--- src/rtl/count_capture_fifo_if.sv ---
// Register bus between the management SoC and the capture FIFO.
// The master holds valid until it sees ready; the slave acknowledges with a one-cycle ready.
interface count_capture_fifo_if;
  logic        valid;
  logic [1:0]  addr;
  logic [3:0]  wstrb;
  logic [31:0] wdata;
  logic        ready;
  logic [31:0] rdata;

  modport master (output valid, addr, wstrb, wdata, input ready, rdata);
  modport slave  (input valid, addr, wstrb, wdata, output ready, rdata);
endinterface

--- src/rtl/count_capture_fifo.sv ---
// Snapshots count on qualified event_in edges into a DEPTH-entry FIFO drained over the register bus.
// Capture lands SYNC_STAGES cycles after the pin is sampled; bus ack 1 cycle after valid; full FIFO drops events and sets overflow.
module count_capture_fifo #(
  parameter int BITS        = 16,
  parameter int DEPTH       = 8,
  parameter int SYNC_STAGES = 2
) (
  input  logic                  clk,
  input  logic                  reset,
  input  logic [BITS-1:0]       count,
  input  logic                  event_in,
  count_capture_fifo_if.slave   bus,
  output logic                  irq
);

  localparam int AW = $clog2(DEPTH);
  typedef logic [AW:0] ptr_t;

  logic [SYNC_STAGES-1:0] sync_q, sync_d;
  logic                   dly_q, dly_d;
  logic [3:0]             ctrl_q, ctrl_d;
  ptr_t                   wptr_q, wptr_d, rptr_q, rptr_d;
  logic                   ovf_q, ovf_d;
  logic                   ready_q, ready_d;
  logic [31:0]            rdata_q, rdata_d;
  logic                   irq_q, irq_d;
  logic [BITS-1:0]        mem_q [DEPTH];

  logic        sync_out, rise, fall, push_req, empty, full;
  logic        accept, is_wr, pop, push;
  ptr_t        level;
  logic [31:0] status;
  logic        unused_wdata;

  assign unused_wdata = ^bus.wdata[30:4];

  always_comb begin
    sync_out = sync_q[SYNC_STAGES-1];
    rise     = sync_out & ~dly_q;
    fall     = ~sync_out & dly_q;
    push_req = ctrl_q[0] & ((rise & ctrl_q[1]) | (fall & ctrl_q[2]));
    level    = wptr_q - rptr_q;
    empty    = (wptr_q == rptr_q);
    full     = (wptr_q[AW] != rptr_q[AW]) && (wptr_q[AW-1:0] == rptr_q[AW-1:0]);
    accept   = bus.valid & ~ready_q;
    is_wr    = |bus.wstrb;
    pop      = accept & ~is_wr & (bus.addr == 2'd0) & ~empty;
    // A pop on the same edge frees the slot, so a full FIFO still accepts the push.
    push     = push_req & (~full | pop);
    status         = '0;
    status[AW:0]   = level;
    status[16]     = empty;
    status[17]     = full;
    status[31]     = ovf_q;
  end

  always_comb begin
    sync_d  = {sync_q[SYNC_STAGES-2:0], event_in};
    dly_d   = sync_out;
    ctrl_d  = ctrl_q;
    ovf_d   = ovf_q;
    wptr_d  = wptr_q + ptr_t'(push);
    rptr_d  = rptr_q + ptr_t'(pop);
    ready_d = accept;
    rdata_d = '0;
    irq_d   = ctrl_q[3] & ~empty;
    if (accept) begin
      if (is_wr) begin
        if (bus.addr == 2'd2 && bus.wstrb[0]) ctrl_d = bus.wdata[3:0];
        if (bus.addr == 2'd1 && bus.wstrb[3] && bus.wdata[31]) ovf_d = 1'b0;
      end else begin
        case (bus.addr)
          2'd0:    rdata_d = empty ? '0 : 32'(mem_q[rptr_q[AW-1:0]]);
          2'd1:    rdata_d = status;
          2'd2:    rdata_d = {28'b0, ctrl_q};
          default: rdata_d = '0;
        endcase
      end
    end
    // Set is applied after the W1C so a same-cycle overflow is not lost.
    if (push_req & full & ~pop) ovf_d = 1'b1;
  end

  always_ff @(posedge clk or posedge reset) begin
    if (reset) begin
      sync_q  <= '0;
      dly_q   <= 1'b0;
      ctrl_q  <= '0;
      wptr_q  <= '0;
      rptr_q  <= '0;
      ovf_q   <= 1'b0;
      ready_q <= 1'b0;
      rdata_q <= '0;
      irq_q   <= 1'b0;
    end else begin
      sync_q  <= sync_d;
      dly_q   <= dly_d;
      ctrl_q  <= ctrl_d;
      wptr_q  <= wptr_d;
      rptr_q  <= rptr_d;
      ovf_q   <= ovf_d;
      ready_q <= ready_d;
      rdata_q <= rdata_d;
      irq_q   <= irq_d;
    end
  end

  always_ff @(posedge clk) begin
    if (push) mem_q[wptr_q[AW-1:0]] <= count;
  end

  assign bus.ready = ready_q;
  assign bus.rdata = rdata_q;
  assign irq       = irq_q;

endmodule

--- src/flat_wrapper.sv ---
// flat-port wrapper written by rule: the top's interface ports become plain ports
module count_capture_fifo_flat 
#(
  parameter int BITS        = 16,
  parameter int DEPTH       = 8,
  parameter int SYNC_STAGES = 2
)
  (clk, reset, count, event_in, irq, bus_valid, bus_addr, bus_wstrb, bus_wdata, bus_ready, bus_rdata);
  count_capture_fifo_if bus_i ();
  input  logic clk;
  input  logic reset;
  input  logic [BITS-1:0] count;
  input  logic event_in;
  output logic irq;
  input wire logic [$bits(bus_i.valid)-1:0] bus_valid;
  input wire logic [$bits(bus_i.addr)-1:0] bus_addr;
  input wire logic [$bits(bus_i.wstrb)-1:0] bus_wstrb;
  input wire logic [$bits(bus_i.wdata)-1:0] bus_wdata;
  output wire logic [$bits(bus_i.ready)-1:0] bus_ready;
  output wire logic [$bits(bus_i.rdata)-1:0] bus_rdata;
  assign bus_i.valid = bus_valid;
  assign bus_i.addr = bus_addr;
  assign bus_i.wstrb = bus_wstrb;
  assign bus_i.wdata = bus_wdata;
  assign bus_ready = bus_i.ready;
  assign bus_rdata = bus_i.rdata;
  count_capture_fifo #(.BITS(BITS), .DEPTH(DEPTH), .SYNC_STAGES(SYNC_STAGES)) u_core (.clk(clk), .reset(reset), .count(count), .event_in(event_in), .bus(bus_i), .irq(irq));
endmodule
--- config.mk ---
export PLATFORM = sky130hd
export DESIGN_NAME = count_capture_fifo_flat
export DESIGN_NICKNAME = d
export VERILOG_FILES = /design/src/rtl/count_capture_fifo_if.sv /design/src/rtl/count_capture_fifo.sv /design/src/flat_wrapper.sv
export SDC_FILE = /design/constraint.sdc
export NUM_CORES = 1
export LEC_CHECK = 0
export ABC_CLOCK_PERIOD_IN_PS = 4600
export CAP_MARGIN = 5
export CORE_MARGIN = 10
export CORE_UTILIZATION = 30
export DETAILED_ROUTE_END_ITERATION = 8
export PLACE_DENSITY = 0.6
export SYNTH_ARGS = -nofsm -noshare
export SYNTH_HDL_FRONTEND = slang
export SYNTH_SLANG_ARGS = --single-unit
--- constraint.sdc ---
create_clock -name clk -period 4.6 [get_ports clk]
set_input_delay 0.69 -clock clk [delete_from_list [all_inputs] [get_ports clk]]
set_output_delay 0.69 -clock clk [all_outputs]
set_load 0.01 [all_outputs]
==> results.yml <==
run_status:
  status: "finished, final reports clean"
routing:
  vias: 3265
  dr.max_layer_used: "met4"
  met1_length_mm: 5.61
  drt_iter0_drc: 143
  route.detailed.drc: 0
  routed_wl_mm: 13.6
  via_per_inst: 4.64
  met3_length_um: 694
  dr_wl_met2_mm: 6.98
  drt-pass1-iter-count: 4
  wl_per_cell_um: 19.3
  drtAntennaViolNets: 0
power_and_ir_drop:
  vdd_drop_max_mv: 0.212
  clkPwrFrac_pct: 38.5
  p_per_area_mw_per_mm2: 457
  switching_share_pct: 23.9
  seqPwrFrac_pct: 48.0
  p_int_mw: 2.77
  p_total_mw: 3.63
  switchingPower_mw: 0.868
  comb_power_share_pct: 13.5
  leakagePower_nw: 2.72
clock_tree:
  cts_tree: "yes"
  cts_root_buf: "clkbuf_16"
  numCtsBuffers: 17
  htree_levels: 4
  clock_sinks: 165
  cts_max_path_buffers: 2
  clkSlewWorstSetupHoldPaths_ns: 0.06
  ctsResizeCount: 0
  postCtsHoldBufs: 0
  cts_setup_buffers: 0
  clock_latency_ns: 0.42
worst_hold_path:
  hold_depth: 0
  hp-start: "u_core.sync_q[0]$_DFF_PP0_"
  hold_class: "reg -> reg"
  whs_endpoint: "u_core.sync_q[1]$_DFF_PP0_"
yosys:
  syn_avg_cell_area_um2: 18.7
  synthCells: 347
  synthesis.area_mm2: 0.00649
  yosysTopAreaCell: "edfxtp_1"
  ys_seq_area_share_pct: 73.5
  yosys_most_used_dff: "edfxtp_1"
  yosys_warnings: 0
  ys_top_cells_by_count: "edfxtp_1, dfrtp_1, mux4_2, nand2_1, buf_4"
  synth_top_area_share_pct: 59.2
  async_reset_ff_share_pct: 22.4
  yosysMostFrequentCell: "edfxtp_1"
  synth_edf_count: 128
  synth-seq-cells: 165
  synth.distinct_cells: 43
  synth_area_leaders: "edfxtp_1, dfrtp_1, mux4_2, nand2_1, buf_4"
die:
  fp.dieH_um: 167
  rows: 53
  dieWidth_um: 167
  dieArea_mm2: 0.0279
  pin_count: 92
  start_util_pct: 30.7
  core_mm2: 0.0212
global_route:
  grt_use_total_pct: 10.1
  grt_pass1_vias: 3603
  antenna_found_initial: 0
  grt_max_degree: 38
  grt-ovfl-total: 0
  grt_pass1_wl_mm: 21.1
sta:
  finalCritPeriodShare_pct: 68.3
  rsz0062_at_grt: "no"
  tightest_slew_ns: 0.870
  hold_viol_final: 0
  tns_ns: 0
  maxSlewHeadroom_pct: 41.9
  drv_slew: 0
  fin_skew_ns: 0.00716
  setup_viol: 0
  finalWorstPathRequiredPeriod_ns: 3.14
  max_freq_mhz: 318
cells_and_area:
  fin_util_pct: 37.6
  final_nets: 481
  final_cell_area_mm2: 0.00794
  layout-drive-gt1-share_pct: 23.6
  diodes: 0
  n_fill_cell: 1894
  final_cells: 703
  syn_to_final_growth_pct: 22.4
place:
  placed_cell_area_mm2: 0.00735
  numPortBuffers: 51
  hpwl_mm: 8.17
  dp.cells: 671
  gp_congestion: 0.740
worst_setup_path:
  crit_arrival_ns: 3.26
  r2r_end: "u_core.mem_q[0][2]$_DFFE_PP_"
  reg2reg_depth: 8
  r2r_start: "u_core.rptr_q[2]$_DFF_PP0_"
  critPathMaxFanout: 17
  crit_path_start_kind: "flop"
  crit_type: "reg -> reg"
  worstPathRequired_ns: 4.71
  end_kind: "flop"
  rrSetupSlack_ns: 1.46
job:
  cap_violations: 0
power groups by stage:
stage                     registers (mW)  logic, mW  clock network, mW
after global placement              1.77      0.476                  0
after floorplan                     1.76      0.351                  0
after detailed placement            1.77      0.495                  0
after CTS                           1.74      0.498               1.43
after global routing                1.75      0.545               1.51
final                               1.74      0.490               1.40
kinds of logic after synthesis:
group / after synthesis / share of synthesized area, %
flip-flops: 165 / 73.5
AND/OR/NAND/NOR: 64 / 4.98
multiplexers: 40 / 12.4
buffers and inverters: 35 / 3.22
AO/OA/AOI/OAI: 27 / 3.09
adder cells (fa/ha/maj): 8 / 1.66
XOR/XNOR: 7 / 1.06
other: 1 / 0.0578
sequential cells by signal, indices dropped and copies added, names as in the netlist:
register and cells:
u_core.irq 1, u_core.dly_q 1, u_core.sync_q 2, u_core.bus.rdata 19, u_core.mem_q 128, u_core.rptr_q 4
u_core.ovf_q 1, u_core.bus.ready 1, u_core.ctrl_q 4, u_core.wptr_q 4
worst max path at each step:
stage / slack, ns / from / cells past startpoint / end
3_5_place_dp: 1.12 / bus_valid / 6 / u_core.mem_q[0][2]$_DFFE_PP_
6_report: 1.46 / u_core.rptr_q[2]$_DFF_PP0_ / 8 / u_core.mem_q[0][2]$_DFFE_PP_
4_1_cts: 1.42 / u_core.rptr_q[2]$_DFF_PP0_ / 8 / u_core.mem_q[0][2]$_DFFE_PP_
5_1_grt: 1.25 / u_core.rptr_q[2]$_DFF_PP0_ / 8 / u_core.mem_q[0][2]$_DFFE_PP_
2_1_floorplan: 0.40 / u_core.rptr_q[2]$_DFF_PP0_ / 9 / u_core.mem_q[3][0]$_DFFE_PP_
3_3_place_gp: 1.15 / bus_wstrb[0] / 6 / u_core.mem_q[0][2]$_DFFE_PP_
critical path, cell delays in order (launching register included):
cell	delay [ns]
dfrtp_1	0.32
buf_4	0.27
clkinv_1	0.13
ha_1	0.37
nand3_1	0.20
nor2_2	0.08
o41a_1	0.59
nor4b_4	0.53
buf_4	0.32
final cells by class:
| cell class | instances | area (um^2) | area share, % |
|---|---|---|---|
| clock buffers | 19 | 433 | 5.45 |
| clock inverters | 13 | 156 | 1.97 |
| inverters | 9 | 33.8 | 0.425 |
| multi-input cells | 159 | 1610 | 20.2 |
| flip-flops and latches | 165 | 4770 | 60.1 |
| well taps | 275 | 344 | 4.33 |
| repair buffers | 63 | 601 | 7.56 |
stage by stage:
stage                     hold WS (ns)  setup slack, ns
final                            0.347             1.46
after global routing             0.353             1.25
after CTS                        0.350             1.42
after detailed placement         0.336             1.12
after global placement           0.336             1.15
after floorplan                  0.331            0.399
metal layers:
| layer | GRT usage [%] | vias up |
|---|---|---|
| li1 | - | 1458 |
| met1 | 11.5 | 1696 |
| met2 | 16.8 | 89 |
| met3 | 3.44 | 22 |
| met4 | 4.35 | 0 |
| met5 | 0 | - |
cell usage in the layout (no fill, tap or decap), types with 6 or more instances in the layout:
cell type          n
clkbuf_16         17
dfrtp_1           36
ha_1               7
inv_1              7
conb_1            13
clkdlybuf4s50_1   51
nor2_1             6
a21oi_2           10
nor4_2             6
edfxtp_1         128
nand2_1           29
buf_4             12
mux4_2            32
No activity file was read; power rests on OpenSTA's default activity.
